**src/rtl/scudsp_prg_loader_if.sv**
```systemverilog
// Host register and DMA program-word bus between the SCU register block and the
// SCU DSP program loader.
interface scudsp_prg_loader_if;
  logic        host_wr;
  logic        host_rd;
  logic        host_a;
  logic [31:0] host_di;
  logic [31:0] host_do;
  logic        dma_prgw;
  logic [31:0] dma_di;

  modport master (
    output host_wr, host_rd, host_a, host_di, dma_prgw, dma_di,
    input  host_do
  );

  modport slave (
    input  host_wr, host_rd, host_a, host_di, dma_prgw, dma_di,
    output host_do
  );
endinterface

```
**src/rtl/scudsp_prg_loader.sv**
```systemverilog
// SCU DSP program loader: fills program RAM from host and DMA words and runs the
// stop/run/step control FSM of the DSP sequencer.
module scudsp_prg_loader #(
  parameter int PRG_AW = 8
) (
  input  logic                  clk,
  input  logic                  rst,
  input  logic                  ce,
  scudsp_prg_loader_if.slave    bus,
  input  logic                  dsp_end,
  input  logic                  dsp_ei,
  output logic                  prg_we,
  output logic [PRG_AW-1:0]     prg_wa,
  output logic [31:0]           prg_wd,
  output logic                  pc_load,
  output logic [PRG_AW-1:0]     pc_val,
  output logic                  run,
  output logic                  step,
  output logic                  end_irq
);

  typedef enum logic [1:0] {ST_STOP, ST_RUN, ST_STEP} state_t;

  state_t              state_reg;
  logic [PRG_AW-1:0]   lp_reg;
  logic                hb_valid_reg;
  logic [31:0]         hb_data_reg;
  logic                e_reg, w_reg, o_reg;
  logic                prg_we_reg;
  logic [PRG_AW-1:0]   prg_wa_reg;
  logic [31:0]         prg_wd_reg;
  logic                pc_load_reg;
  logic [PRG_AW-1:0]   pc_val_reg;
  logic                end_irq_reg;

  logic ppaf_wr, ppd_wr, stat_rd;
  logic fld_le, fld_ex, fld_es;

  always_comb begin
    ppaf_wr = bus.host_wr && !bus.host_a;
    ppd_wr  = bus.host_wr &&  bus.host_a;
    stat_rd = bus.host_rd && !bus.host_a;
    fld_le  = bus.host_di[15];
    fld_ex  = bus.host_di[16];
    fld_es  = bus.host_di[17];
  end

  always_ff @(posedge clk) begin
    if (rst) begin
      state_reg    <= ST_STOP;
      lp_reg       <= '0;
      hb_valid_reg <= 1'b0;
      hb_data_reg  <= '0;
      e_reg        <= 1'b0;
      w_reg        <= 1'b0;
      o_reg        <= 1'b0;
      prg_we_reg   <= 1'b0;
      prg_wa_reg   <= '0;
      prg_wd_reg   <= '0;
      pc_load_reg  <= 1'b0;
      pc_val_reg   <= '0;
      end_irq_reg  <= 1'b0;
    end else if (ce) begin
      prg_we_reg  <= 1'b0;
      pc_load_reg <= 1'b0;
      end_irq_reg <= 1'b0;

      // Clears come first so that a set event later in this block wins.
      if (stat_rd) begin
        e_reg <= 1'b0;
        w_reg <= 1'b0;
        o_reg <= 1'b0;
      end

      if (bus.dma_prgw) begin
        prg_we_reg <= 1'b1;
        prg_wa_reg <= lp_reg;
        prg_wd_reg <= bus.dma_di;
        lp_reg     <= lp_reg + PRG_AW'(1);
      end else if (hb_valid_reg) begin
        prg_we_reg   <= 1'b1;
        prg_wa_reg   <= lp_reg;
        prg_wd_reg   <= hb_data_reg;
        lp_reg       <= lp_reg + PRG_AW'(1);
        hb_valid_reg <= 1'b0;
      end

      // HB is only full after this cycle if DMA kept it from committing.
      if (ppd_wr) begin
        if (state_reg != ST_STOP) begin
          w_reg <= 1'b1;
        end else if (hb_valid_reg && bus.dma_prgw) begin
          o_reg <= 1'b1;
        end else begin
          hb_valid_reg <= 1'b1;
          hb_data_reg  <= bus.host_di;
        end
      end

      // A load overrides the increment from a same-cycle RAM write.
      if (ppaf_wr && fld_le) begin
        lp_reg      <= bus.host_di[PRG_AW-1:0];
        pc_load_reg <= 1'b1;
        pc_val_reg  <= bus.host_di[PRG_AW-1:0];
      end

      case (state_reg)
        ST_STOP: begin
          if (ppaf_wr && fld_ex)
            state_reg <= ST_RUN;
          else if (ppaf_wr && fld_es)
            state_reg <= ST_STEP;
        end
        ST_RUN: begin
          if (dsp_end || (ppaf_wr && !fld_ex))
            state_reg <= ST_STOP;
        end
        ST_STEP: begin
          state_reg <= (ppaf_wr && fld_ex) ? ST_RUN : ST_STOP;
        end
        default: state_reg <= ST_STOP;
      endcase

      if (dsp_end && (state_reg != ST_STOP)) begin
        e_reg       <= 1'b1;
        end_irq_reg <= dsp_ei;
      end
    end
  end

  always_comb begin
    bus.host_do             = '0;
    bus.host_do[23]         = w_reg;
    bus.host_do[22]         = o_reg;
    bus.host_do[21]         = hb_valid_reg;
    bus.host_do[18]         = e_reg;
    bus.host_do[17]         = (state_reg == ST_STEP);
    bus.host_do[16]         = (state_reg == ST_RUN);
    bus.host_do[PRG_AW-1:0] = lp_reg;
  end

  assign prg_we  = prg_we_reg;
  assign prg_wa  = prg_wa_reg;
  assign prg_wd  = prg_wd_reg;
  assign pc_load = pc_load_reg;
  assign pc_val  = pc_val_reg;
  assign run     = (state_reg == ST_RUN);
  assign step    = (state_reg == ST_STEP);
  assign end_irq = end_irq_reg;

endmodule

```
**src/flat_wrapper.sv**
```systemverilog
// flat-port wrapper written by rule: the top's interface ports become plain ports
module scudsp_prg_loader_flat 
#(
  parameter int PRG_AW = 8
)
  (clk, rst, ce, dsp_end, dsp_ei, prg_we, prg_wa, prg_wd, pc_load, pc_val, run, step, end_irq, bus_host_wr, bus_host_rd, bus_host_a, bus_host_di, bus_dma_prgw, bus_dma_di, bus_host_do);
  scudsp_prg_loader_if bus_i ();
  input  logic clk;
  input  logic rst;
  input  logic ce;
  input  logic dsp_end;
  input  logic dsp_ei;
  output logic prg_we;
  output logic [PRG_AW-1:0] prg_wa;
  output logic [31:0] prg_wd;
  output logic pc_load;
  output logic [PRG_AW-1:0] pc_val;
  output logic run;
  output logic step;
  output logic end_irq;
  input wire logic [$bits(bus_i.host_wr)-1:0] bus_host_wr;
  input wire logic [$bits(bus_i.host_rd)-1:0] bus_host_rd;
  input wire logic [$bits(bus_i.host_a)-1:0] bus_host_a;
  input wire logic [$bits(bus_i.host_di)-1:0] bus_host_di;
  input wire logic [$bits(bus_i.dma_prgw)-1:0] bus_dma_prgw;
  input wire logic [$bits(bus_i.dma_di)-1:0] bus_dma_di;
  output wire logic [$bits(bus_i.host_do)-1:0] bus_host_do;
  assign bus_i.host_wr = bus_host_wr;
  assign bus_i.host_rd = bus_host_rd;
  assign bus_i.host_a = bus_host_a;
  assign bus_i.host_di = bus_host_di;
  assign bus_i.dma_prgw = bus_dma_prgw;
  assign bus_i.dma_di = bus_dma_di;
  assign bus_host_do = bus_i.host_do;
  scudsp_prg_loader #(.PRG_AW(PRG_AW)) u_core (.clk(clk), .rst(rst), .ce(ce), .bus(bus_i), .dsp_end(dsp_end), .dsp_ei(dsp_ei), .prg_we(prg_we), .prg_wa(prg_wa), .prg_wd(prg_wd), .pc_load(pc_load), .pc_val(pc_val), .run(run), .step(step), .end_irq(end_irq));
endmodule
```
**config.mk**
```make
export PLATFORM = sky130hd
export DESIGN_NAME = scudsp_prg_loader_flat
export DESIGN_NICKNAME = d
export VERILOG_FILES = /design/src/rtl/scudsp_prg_loader_if.sv /design/src/rtl/scudsp_prg_loader.sv /design/src/flat_wrapper.sv
export SDC_FILE = /design/constraint.sdc
export NUM_CORES = 1
export LEC_CHECK = 0
export CAP_MARGIN = 5
export CORE_ASPECT_RATIO = 0.5
export CORE_MARGIN = 1
export CORE_UTILIZATION = 40
export CTS_CLUSTER_DIAMETER = 60
export DETAILED_ROUTE_END_ITERATION = 6
export GPL_TIMING_DRIVEN = 0
export PLACE_DENSITY_LB_ADDON = 0.12
export RECOVER_POWER = 100
export SYNTH_ARGS = -nofsm -noshare
export SYNTH_HDL_FRONTEND = slang
export SYNTH_SLANG_ARGS = --single-unit
```
**constraint.sdc**
```tcl
create_clock -name clk -period 1.2 [get_ports clk]
set_input_delay 0.24 -clock clk [delete_from_list [all_inputs] [get_ports clk]]
set_output_delay 0.24 -clock clk [all_outputs]
set_load 0.05 [all_outputs]
```
==> results.json <==
{
  "outcome": "finished, violations left",
  "violations": "setup timing",
  "via_per_inst": 4.98,
  "critPathKind": "reg -> out",
  "die_area_sq_um": 11000,
  "pin_count": 158,
  "max_cap_violations": 0,
  "place.gp.congestion": 0.809,
  "syn-instance-count": 484,
  "total_power_mw": 8.51,
  "grt_max_degree": 16,
  "place_area_sq_um": 5890,
  "layout.nets": 744,
  "clockBufferDepth": 2,
  "tightest_slew_ns": 0.749,
  "fin_setup_tns_ns": -4.54,
  "wl_um": 12900,
  "max_clock_freq_mhz": 728,
  "hold_violations": 0,
  "clk_pin_slew_ns": 0.06,
  "yosys_warnings": 0,
  "ant_nets": 0,
  "leakage_nw": 2.82,
  "relSlewSlack_pct": 50.1,
  "antennaDiodeCount": 0,
  "drc_errors": 0,
  "gr-total-overflow": 0,
  "synthFlopType": "dfxtp_1",
  "clkLatencyLatePin_ns": 0.34,
  "first_iter_violations": 129,
  "rows": 26,
  "rsz0062_at_grt": "true",
  "ys_ff_latch": 97,
  "ctsHoldBuffers": 0,
  "synthTopCellsByCount": "nand2_1, dfxtp_1, a21oi_1",
  "drtPass1Iterations": 4,
  "ys_types": 45,
  "grt_usage_pct": 21.8,
  "synth_edf_count": 0,
  "period_minus_slack_ns": 1.37,
  "holdCritPathClass": "in -> reg",
  "synth_area_sq_um": 4220,
  "crit_path_end_kind": "output pin",
  "htreeDepth": 3,
  "worst_hold_slack_ns": 0.278,
  "root_buffer": "clkbuf_16",
  "drive_gt1_share_pct": 37.2,
  "stdcell_area_sq_um": 6880,
  "antenna_found_initial": 0,
  "place.detailed.hpwl_um": 8710,
  "cts_tree": "yes",
  "powerDensity_nw_per_um2": 1240,
  "grt_pass1_wl_um": 18400,
  "cts_num_sinks": 97,
  "synth.avg_cell_area_sq_um": 8.72,
  "core_area_sq_um": 10200,
  "pre_cts_slack_ns": -0.688,
  "synth_top_area_share_pct": 46.0,
  "vdd_drop_max_v": 0.000796,
  "finClkSkew_ns": 0.00304,
  "final-max-slew-violation-count": 0,
  "die_y_um": 74.7,
  "wl_per_cell_um": 15.9,
  "yosysTopAreaCell": "dfxtp_1",
  "num_vias": 4060,
  "synth.most_common_cell": "nand2_1",
  "startpoint_type": "register",
  "die_x_um": 147,
  "min_period_over_period_pct": 114,
  "area_growth_pct": 63.0,
  "final.setup.worst_slack_ns": -0.173,
  "grt_pass1_vias": 3586,
  "cts_buffers": 9,
  "setup_viol": 69,
  "async_flop_share_pct": 0,
  "worstPathRequired_ns": 0.96,
  "synth_area_leaders": "dfxtp_1, nand2_1, mux2i_1",
  "worstPathArrival_ns": 1.13,
  "seq_area_frac_synth_pct": 46.0,
  "worstPathMaxFanout": 4,
  "initial_core_util_pct": 41.2,
  "port_buffers": 137
}
cell type report:
| class | instances | area [sq um] |
|---|---|---|
| fill | 873 | 3360 |
| multi-input combinational | 339 | 2320 |
| sequential | 97 | 1980 |
| timing repair buffer | 158 | 1560 |
| buffer | 58 | 500 |
| clock buffer | 13 | 282 |
| tap | 140 | 175 |
| clock inverter | 3 | 43.8 |
| inverter | 7 | 28.8 |
cells in the final DEF, fill, tap and decap left out, drive strengths merged, types with 2 or more instances in the layout:
master         instances
inv                    8
nand2b                 2
nand2                104
clkdlybuf4s50         66
and4                   2
mux2i                 34
a21oi                 56
o22ai                  3
clkbuf                60
a311oi                 2
o211ai                 3
o21ai                  4
buf                   99
dfxtp                 97
o21a                   2
dlygate4sd2            4
conb                  18
and2                   2
nor2                  41
a211oi                38
nand3                  4
o21bai                 2
a41o                   2
nand4                  6
metrics by stage:
step,std cells,utilization [%]
after CTS,810,61.1
after global placement,778,57.5
after detailed placement,778,57.5
final,815,67.2
after global routing,815,67.2
after floorplan,501,-
layer usage:
layer | up-vias | share of wire [%] | GRT usage, %
met5 | - | 0 | 0
li1 | 2004 | - | -
met4 | 0 | 0.46 | 4.81
met1 | 1928 | 48 | 29.1
met3 | 7 | 6.1 | 6.12
met2 | 121 | 46 | 35.6
what timing repair did:
action                                  CTS  global route
endpoints found under the setup margin  163           133
buffers inserted                         16             1
gates cloned                              0             4
pin swaps                                13            19
gates resized for setup                 415           155
critical path, cell delays in order (launching register included):
cell and delay (ns):
dfxtp_4 0.37, nor2b_4 0.18, buf_6 0.11, buf_8 0.13
kinds of logic (layout without fill, tap and decap cells):
logic type,after synthesis,count (layout),share of synthesized area [%]
AND/OR/NAND/NOR,168,168,17.0
AO/OA/AOI/OAI,117,117,18.5
flip-flops,97,97,46.0
buffers and inverters,65,239,9.81
multiplexers,35,35,8.33
adder cells (fa/ha/maj),1,1,0.296
other,1,18,0.0888
power breakdown:
group | total (mW) | internal (mW) | switching [mW]
clock network | 3.10 | 1.86 | 1.24
logic | 1.95 | 0.819 | 1.13
registers | 3.47 | 3.36 | 0.112
total | 8.51 | 6.03 | 2.48
path summary, 6_finish.rpt:
| kind | startpoint | end | slack, ns | depth (start not counted) |
|---|---|---|---|---|
| worst max-delay path | u_core.state_reg[0] | bus_host_do[16] | -0.17 | 3 |
| worst min-delay path | ce | u_core.hb_valid_reg | 0.28 | 3 |
| worst max register to register | u_core.state_reg[1] | u_core.hb_data_reg[9] | -0.12 | 6 |
| worst min register to register | u_core.hb_data_reg[25] | u_core.hb_data_reg[25] | 0.45 | 2 |
(Power assumes the default switching activity.)
